<file path="src/rtl/countdown_hex_driver.sv">
// countdown_hex_driver
// --------------------
// Loadable NDIG-digit BCD down-counter with active-low seven-segment outputs.
// A start value is loaded, armed with `start`, and decremented once per
// `decr` tick while running. Completion is flagged when the count reaches
// zero.
//
// Ports:
//   clk        in   system clock (rising edge)
//   reset      in   synchronous active-high reset
//   load       in   capture load_val (nibbles > 9 clamp to 9), go to IDLE
//   load_val   in   4*NDIG BCD start value, digit 0 least significant
//   start      in   arm the countdown (IDLE -> RUN, or DONE if count is 0)
//   decr       in   decrement tick, honoured only in RUN
//   hexout     out  7*NDIG active-low segments, per digit bit order g..a
//   running    out  high in RUN
//   done       out  high in DONE
//   borrowout  out  combinational: this decr is the final one (count 0..01)
module countdown_hex_driver #(
  parameter int NDIG = 2
) (
  input  logic              clk,
  input  logic              reset,
  input  logic              load,
  input  logic [4*NDIG-1:0] load_val,
  input  logic              start,
  input  logic              decr,
  output logic [7*NDIG-1:0] hexout,
  output logic              running,
  output logic              done,
  output logic              borrowout
);

  typedef enum logic [1:0] {IDLE, RUN, DONE} state_t;

  localparam logic [NDIG-1:0] LSB_MASK = NDIG'(1);

  state_t      state_q;
  logic        running_q;
  logic        done_q;
  logic [3:0]  cnt_q   [NDIG];
  logic [3:0]  dec_d   [NDIG];
  logic [3:0]  clamp_d [NDIG];
  logic [NDIG:0]   borrow;
  logic [NDIG-1:0] dig_zero;
  logic        is_zero;
  logic        is_one;

  function automatic logic [6:0] seg7(input logic [3:0] d);
    logic [6:0] s;
    case (d)
      4'd0:    s = 7'b1000000;
      4'd1:    s = 7'b1111001;
      4'd2:    s = 7'b0100100;
      4'd3:    s = 7'b0110000;
      4'd4:    s = 7'b0011001;
      4'd5:    s = 7'b0010010;
      4'd6:    s = 7'b0000010;
      4'd7:    s = 7'b1111000;
      4'd8:    s = 7'b0000000;
      4'd9:    s = 7'b0010000;
      default: s = 7'b1111111; // digits never leave 0..9
    endcase
    return s;
  endfunction

  // Digit 0 always receives the borrow; it ripples up through zero digits.
  assign borrow[0] = 1'b1;

  genvar gi;
  generate
    for (gi = 0; gi < NDIG; gi++) begin : g_digit
      assign dig_zero[gi]   = (cnt_q[gi] == 4'd0);
      assign borrow[gi+1]   = borrow[gi] & dig_zero[gi];
      assign dec_d[gi]      = !borrow[gi]   ? cnt_q[gi] :
                              dig_zero[gi]  ? 4'd9      : cnt_q[gi] - 4'd1;
      assign clamp_d[gi]    = (load_val[4*gi +: 4] > 4'd9) ? 4'd9
                                                           : load_val[4*gi +: 4];
      assign hexout[7*gi +: 7] = seg7(cnt_q[gi]);
    end
  endgenerate

  assign is_zero = &dig_zero;
  // All upper digits zero and digit 0 equal to one.
  assign is_one  = (cnt_q[0] == 4'd1) && (&(dig_zero | LSB_MASK));

  assign borrowout = (state_q == RUN) && decr && is_one;
  assign running   = running_q;
  assign done      = done_q;

  always_ff @(posedge clk) begin
    if (reset) begin
      for (int i = 0; i < NDIG; i++) cnt_q[i] <= 4'd0;
      state_q   <= IDLE;
      running_q <= 1'b0;
      done_q    <= 1'b0;
    end else if (load) begin
      for (int i = 0; i < NDIG; i++) cnt_q[i] <= clamp_d[i];
      state_q   <= IDLE;
      running_q <= 1'b0;
      done_q    <= 1'b0;
    end else begin
      case (state_q)
        IDLE: begin
          if (start) begin
            if (is_zero) begin
              state_q <= DONE;
              done_q  <= 1'b1;
            end else begin
              state_q   <= RUN;
              running_q <= 1'b1;
            end
          end
        end
        RUN: begin
          if (decr) begin
            for (int i = 0; i < NDIG; i++) cnt_q[i] <= dec_d[i];
            // The final decrement lands on zero and finishes at the same edge.
            if (is_one) begin
              state_q   <= DONE;
              running_q <= 1'b0;
              done_q    <= 1'b1;
            end
          end
        end
        DONE: begin
          // Count is already zero; only load or reset leave this state.
        end
        default: begin
          state_q   <= IDLE;
          running_q <= 1'b0;
          done_q    <= 1'b0;
        end
      endcase
    end
  end

endmodule

</file>
<file path="config.mk">
export PLATFORM = sky130hd
export DESIGN_NAME = countdown_hex_driver
export DESIGN_NICKNAME = d
export VERILOG_FILES = /design/src/rtl/countdown_hex_driver.sv
export SDC_FILE = /design/constraint.sdc
export NUM_CORES = 1
export LEC_CHECK = 0
export BUFFER_PORTS_ARGS = -buffer_cell sky130_fd_sc_hd__buf_2
export CAP_MARGIN = 30
export CORE_AREA = 3 3 67 69
export CTS_CLUSTER_DIAMETER = 80
export CTS_CLUSTER_SIZE = 24
export DETAILED_ROUTE_END_ITERATION = 10
export DIE_AREA = 0 0 70 72
export GPL_TIMING_DRIVEN = 0
export PLACE_DENSITY = 0.58
export SKIP_CTS_REPAIR_TIMING = 1
export SLEW_MARGIN = 20
export SYNTH_ARGS = -nofsm -noshare
export SYNTH_HDL_FRONTEND = slang
export SYNTH_SLANG_ARGS = --single-unit
</file>
<file path="constraint.sdc">
create_clock -name clk -period 2.2 [get_ports clk]
set_clock_uncertainty 0.1 [all_clocks]
set_input_delay 0.22 -clock clk [delete_from_list [all_inputs] [get_ports clk]]
set_output_delay 0.22 -clock clk [all_outputs]
set_load 0.02 [all_outputs]
</file>
# == Word-level counts from Yosys, hierarchy flattened ==
# Memories as Yosys holds them, arrays and structs flattened.
# Cells that the tools add are included.
# totals
mem_bits_ro,224
output_inout_bits,17
word_cells,68
ramBits,8
n_memories,3
ff_bits,4
# memory_table
memory,depth,word_bits,rd,rd_clocked_by_memory_dff,write_ports,line_no,source
(no name shown),16,7,1,0,0,51,case (d)
(no name shown),16,7,1,0,0,51,
cnt_q,2,4,2,0,2,41,logic [3:0] cnt_q [NDIG];
# classes
n_bitwise,5
add_sub_neg,2
n_lt_le_gt_ge,2
n_mux,34
n_eq_ne,8
reduce_logical,11
# ops
operator,n
4-bit 2-to-1 mux,9
1-bit 2-to-1 mux,18
"2-bit != test, second input constant",5
5-bit AND reduction,2
"4-bit > comparator, second input constant",2
4-bit zero test,2
2-bit 2-to-1 mux,4
"4-bit by 1-bit subtractor with 4-bit output, second input constant",2
1-bit one-hot mux with 3 select lines,2
2-bit one-hot mux with 3 select lines,1
"4-bit by 1-bit equality test with 1-bit output, second input constant",1
1-bit OR,4
4-bit AND reduction,1
1-bit logical AND,3
"2-bit by 1-bit equality test with 1-bit output, second input constant",1
"2-bit equality test, second input constant",1
2-bit zero test,1
2-bit AND reduction,1
2-bit OR reduction,1
1-bit inverter,1

# == Depth between registers and ports, before layout ==
# depth
ltp_word,6
depth_mapped,6

# == Worst setup path before layout ==
# OpenSTA, ideal clock, no wires.
# synth_timing
path_type,register -> register
start,memory cnt_q[0][1]
end,"memory cnt_q[1][0] (netlist: cnt_q[0][4]), enable pin"
t_arrival_ns,1.351
path_slack_ns,0.388
path_stages_with_launch,5
cell_sequence,edfxtp_1 inv_1 ha_1 nand3_1 o21ai_0
# synth_lines
element,line_no
start: declaration,41

==> metrics.md <==
| Metric | Value |
|---|---|
| Share of cells above drive strength 1 | 32.6% |
| Congestion Overflow GR | 0 |
| Critical Path AT | 1840 ps |
| Dpl ws | 57.3 ps |
| First-pass GRT wire length | roughly 4400 µm |
| Sequential power share | 34.9% |
| Post-synth top flop | edfxtp_1 |
| Vert. Die Dim | 72 µm |
| Routed wire length | 2730 µm |
| Power Internal | around 0.50 mW |
| Routed vias/inst | 4.73 |
| CP peak stage delay | 500 ps |
| Count leader, synth | nand2_1 |
| Die area | 5040 µm² |
| Die width | 70 µm |
| Initial DRC count | 64 |
| Core area | 3970 µm² |
| Most frequent cells after synthesis | 23 x nand2_1, 22 x nor2_1, 12 x a21oi_1, 12 x ha_1 |
| Gpl congestion | approximately 0.74 |
| Max-cap violations | 0 |
| Critical Path Fanout Max | 6 |
| DP Wirelength | slightly above 2000 µm |
| Post-synthesis cell count | 143 |
| Max Freq | 0.464 GHz |
| Final setup TNS | 0 ps |
| Post-synth top area share | 20.8% |
| CP Class | reg2out |
| Net Count, Synth | 168 |
| Final Critical Period | between 2000 and 2500 ps |
| Outcome | finished clean |
| Relative slew slack | 74.0% |
| Final setup margin | 43.5 ps |
| Clk Latency, worst-skew pair | roughly 240 ps |
| Nets | 207 |
| Netlist cell types | 38 |
| Cts bufs inserted | 3 |
| Clk root buf | clkbuf_8 |
| Synth warn | 0 |
| Initial antenna violation count | 0 |
| Ys async rst share | 0% |
| Row cnt | 23 |
| RSZ-0062 raised after global routing | true |
| Total Routing Usage GR | 10.6% |
| Critical path launch point type | flip-flop |
| Total number of vias | roughly 1100 |
| Clock-pin slew on the worst setup and hold paths | approximately 50 ps |
| Initial Utilization | 29.1% |
| DRC violations left | 0 |
| Seq/Total Area, Yosys | 27.7% |
| Ports | 30 |
| Gate power share | 38.6% |
| Detail Route Antenna Nets | 0 |
| Clock Power Share | 26.6% |
| LEAKAGE | about 0.66 nW |
| Pin count of the biggest net entering global routing | 11 |
| Syn-to-layout area delta | 25.5% |
| Finished Layout Cells | between 200 and 250 |
| Avg Cell Area, Syn | 8.09 µm² |
| WP data required | 1880 ps |
| Yosys reg bits | 12 |
| Max Root-Sink Buffers | 2 |
| Power Dens Cells | 548 nW/µm² |
| Critical-path top delay cell | edfxtp_1 |
| Final Cycle Share | 98.0% |
| Setup Viol. Count Final | 0 |
| TritonRoute pass-1 iters | 4 |
| Post-synth top area cell | edfxtp_1 |
| Mapped Area | 1160 µm² |
| Antenna cell count | 0 |
| Top cells by area, synth | edfxtp_1 21%, ha_1 13%, nand2_1 7.5% |
| CTS tree | done |
| Final Util | 36.6% |
| Tot Pwr | 0.796 mW |
| WL/cell | 11.8 µm |
| Psw | 0.291 mW |
| H-tree levels | 1 |
| Net Sw Frac | 36.6% |
| Worst Setup End Kind | output pin |
| HP Class | in2reg |
| Max Slew Vio Count | 0 |
| TritonCTS Sinks | 12 |
| VDD IR max | 0.263 mV |
| Least-Margin Pin Slew | 389 ps |
| Vias in the first global route | 953 |
| CP Cell Sequence | inv_2 -> ha_2 -> nor3b_4 -> nand2_2 -> nor3b_2 -> buf_4 |
| Input/output buffers | 29 |
| EDFF count, synth | 8 |
| Final hold vios | 0 |
| Placed Instances | roughly 220 |
-- state kept, by name (all words and copies together) (netlist names) --
signal	flops
running	1
state_q	2
cnt_q	8
done	1
-- cell families after synthesis --
family	share of synthesized area, %
DFF	27.7
and+or+nand+nor	30.3
AOI/OAI and AO/OA	21.0
xor gates and xnor gates	0.757
adders and majority gates	13.0
muxes	0.865
buffers and inverters	6.49
-- placed cells by master (no fill, tap or decap), types with 2 or more instances in the layout --
cell and instances:
o21ai_1 5, inv_1 6, o21ai_0 6, nor3b_2 2, buf_4 6, a31oi_1 3, edfxtp_1 8, o21bai_1 2
dfxtp_1 4, nand2_1 23, inv_2 2, or2_2 2, o22ai_1 2, nand2b_1 3, buf_2 29, nand2_2 2
nor2_1 22, o2bb2ai_1 2, ha_1 11, buf_6 3, clkbuf_8 3, nand3_1 3, a21oi_1 12
-- worst max-delay path, delay by kind of cell (launching register included) --
kind / cells / cell delay [ps]
and+or+nand+nor: 3 / 560
adders and majority gates: 1 / 220
DFF: 1 / 500
buffers and inverters: 2 / 310
-- per-stage QoR --
step / hold slack [ps] / area [µm²]
detailed placement: 373 / 1370
finish: 127 / 1450
floorplan: 189 / 1160
global placement: 364 / 1370
CTS: 125 / 1410
global route: 140 / 1450
-- power by group through the flow --
stage	Combinational (mW)	Sequential [mW]	Clock, mW
floorplan	0.207	0.279	0
global placement	0.295	0.282	0
detailed placement	0.294	0.282	0
CTS	0.296	0.278	0.219
global route	0.342	0.280	0.223
finish	0.307	0.277	0.211
-- routing by layer --
| metal | vias up | share of wire [%] | track usage, % |
|---|---|---|---|
| li1 | 576 | - | - |
| met1 | 491 | 50 | 15.0 |
| met2 | 22 | 45 | 15.8 |
| met3 | 4 | 4.5 | 2.49 |
| met4 | 0 | 0.99 | 3.83 |
| met5 | - | 0 | 0 |
-- final timing paths --
| path | from | depth (start not counted) | slack [ps] | end |
|---|---|---|---|---|
| min reg2reg | done | 2 | 370 | done |
| min | reset | 2 | 130 | state_q[0] |
| max reg2reg | cnt_q[0][0] | 4 | 240 | cnt_q[0][4] |
| max | cnt_q[0][4] | 6 | 40 | borrowout |
-- final cells by class --
type	count	area [µm²]
Timing Repair Buffer	34	185
Buffer	4	38.8
Sequential cell	12	320
Multi-Input combinational cell	118	764
Clock inverter	1	3.75
Clock buffer	3	41.3
Fill cell	449	2520
Tap cell	50	62.6
Inverter	9	36.3
No activity file was read; power rests on OpenSTA's default activity.
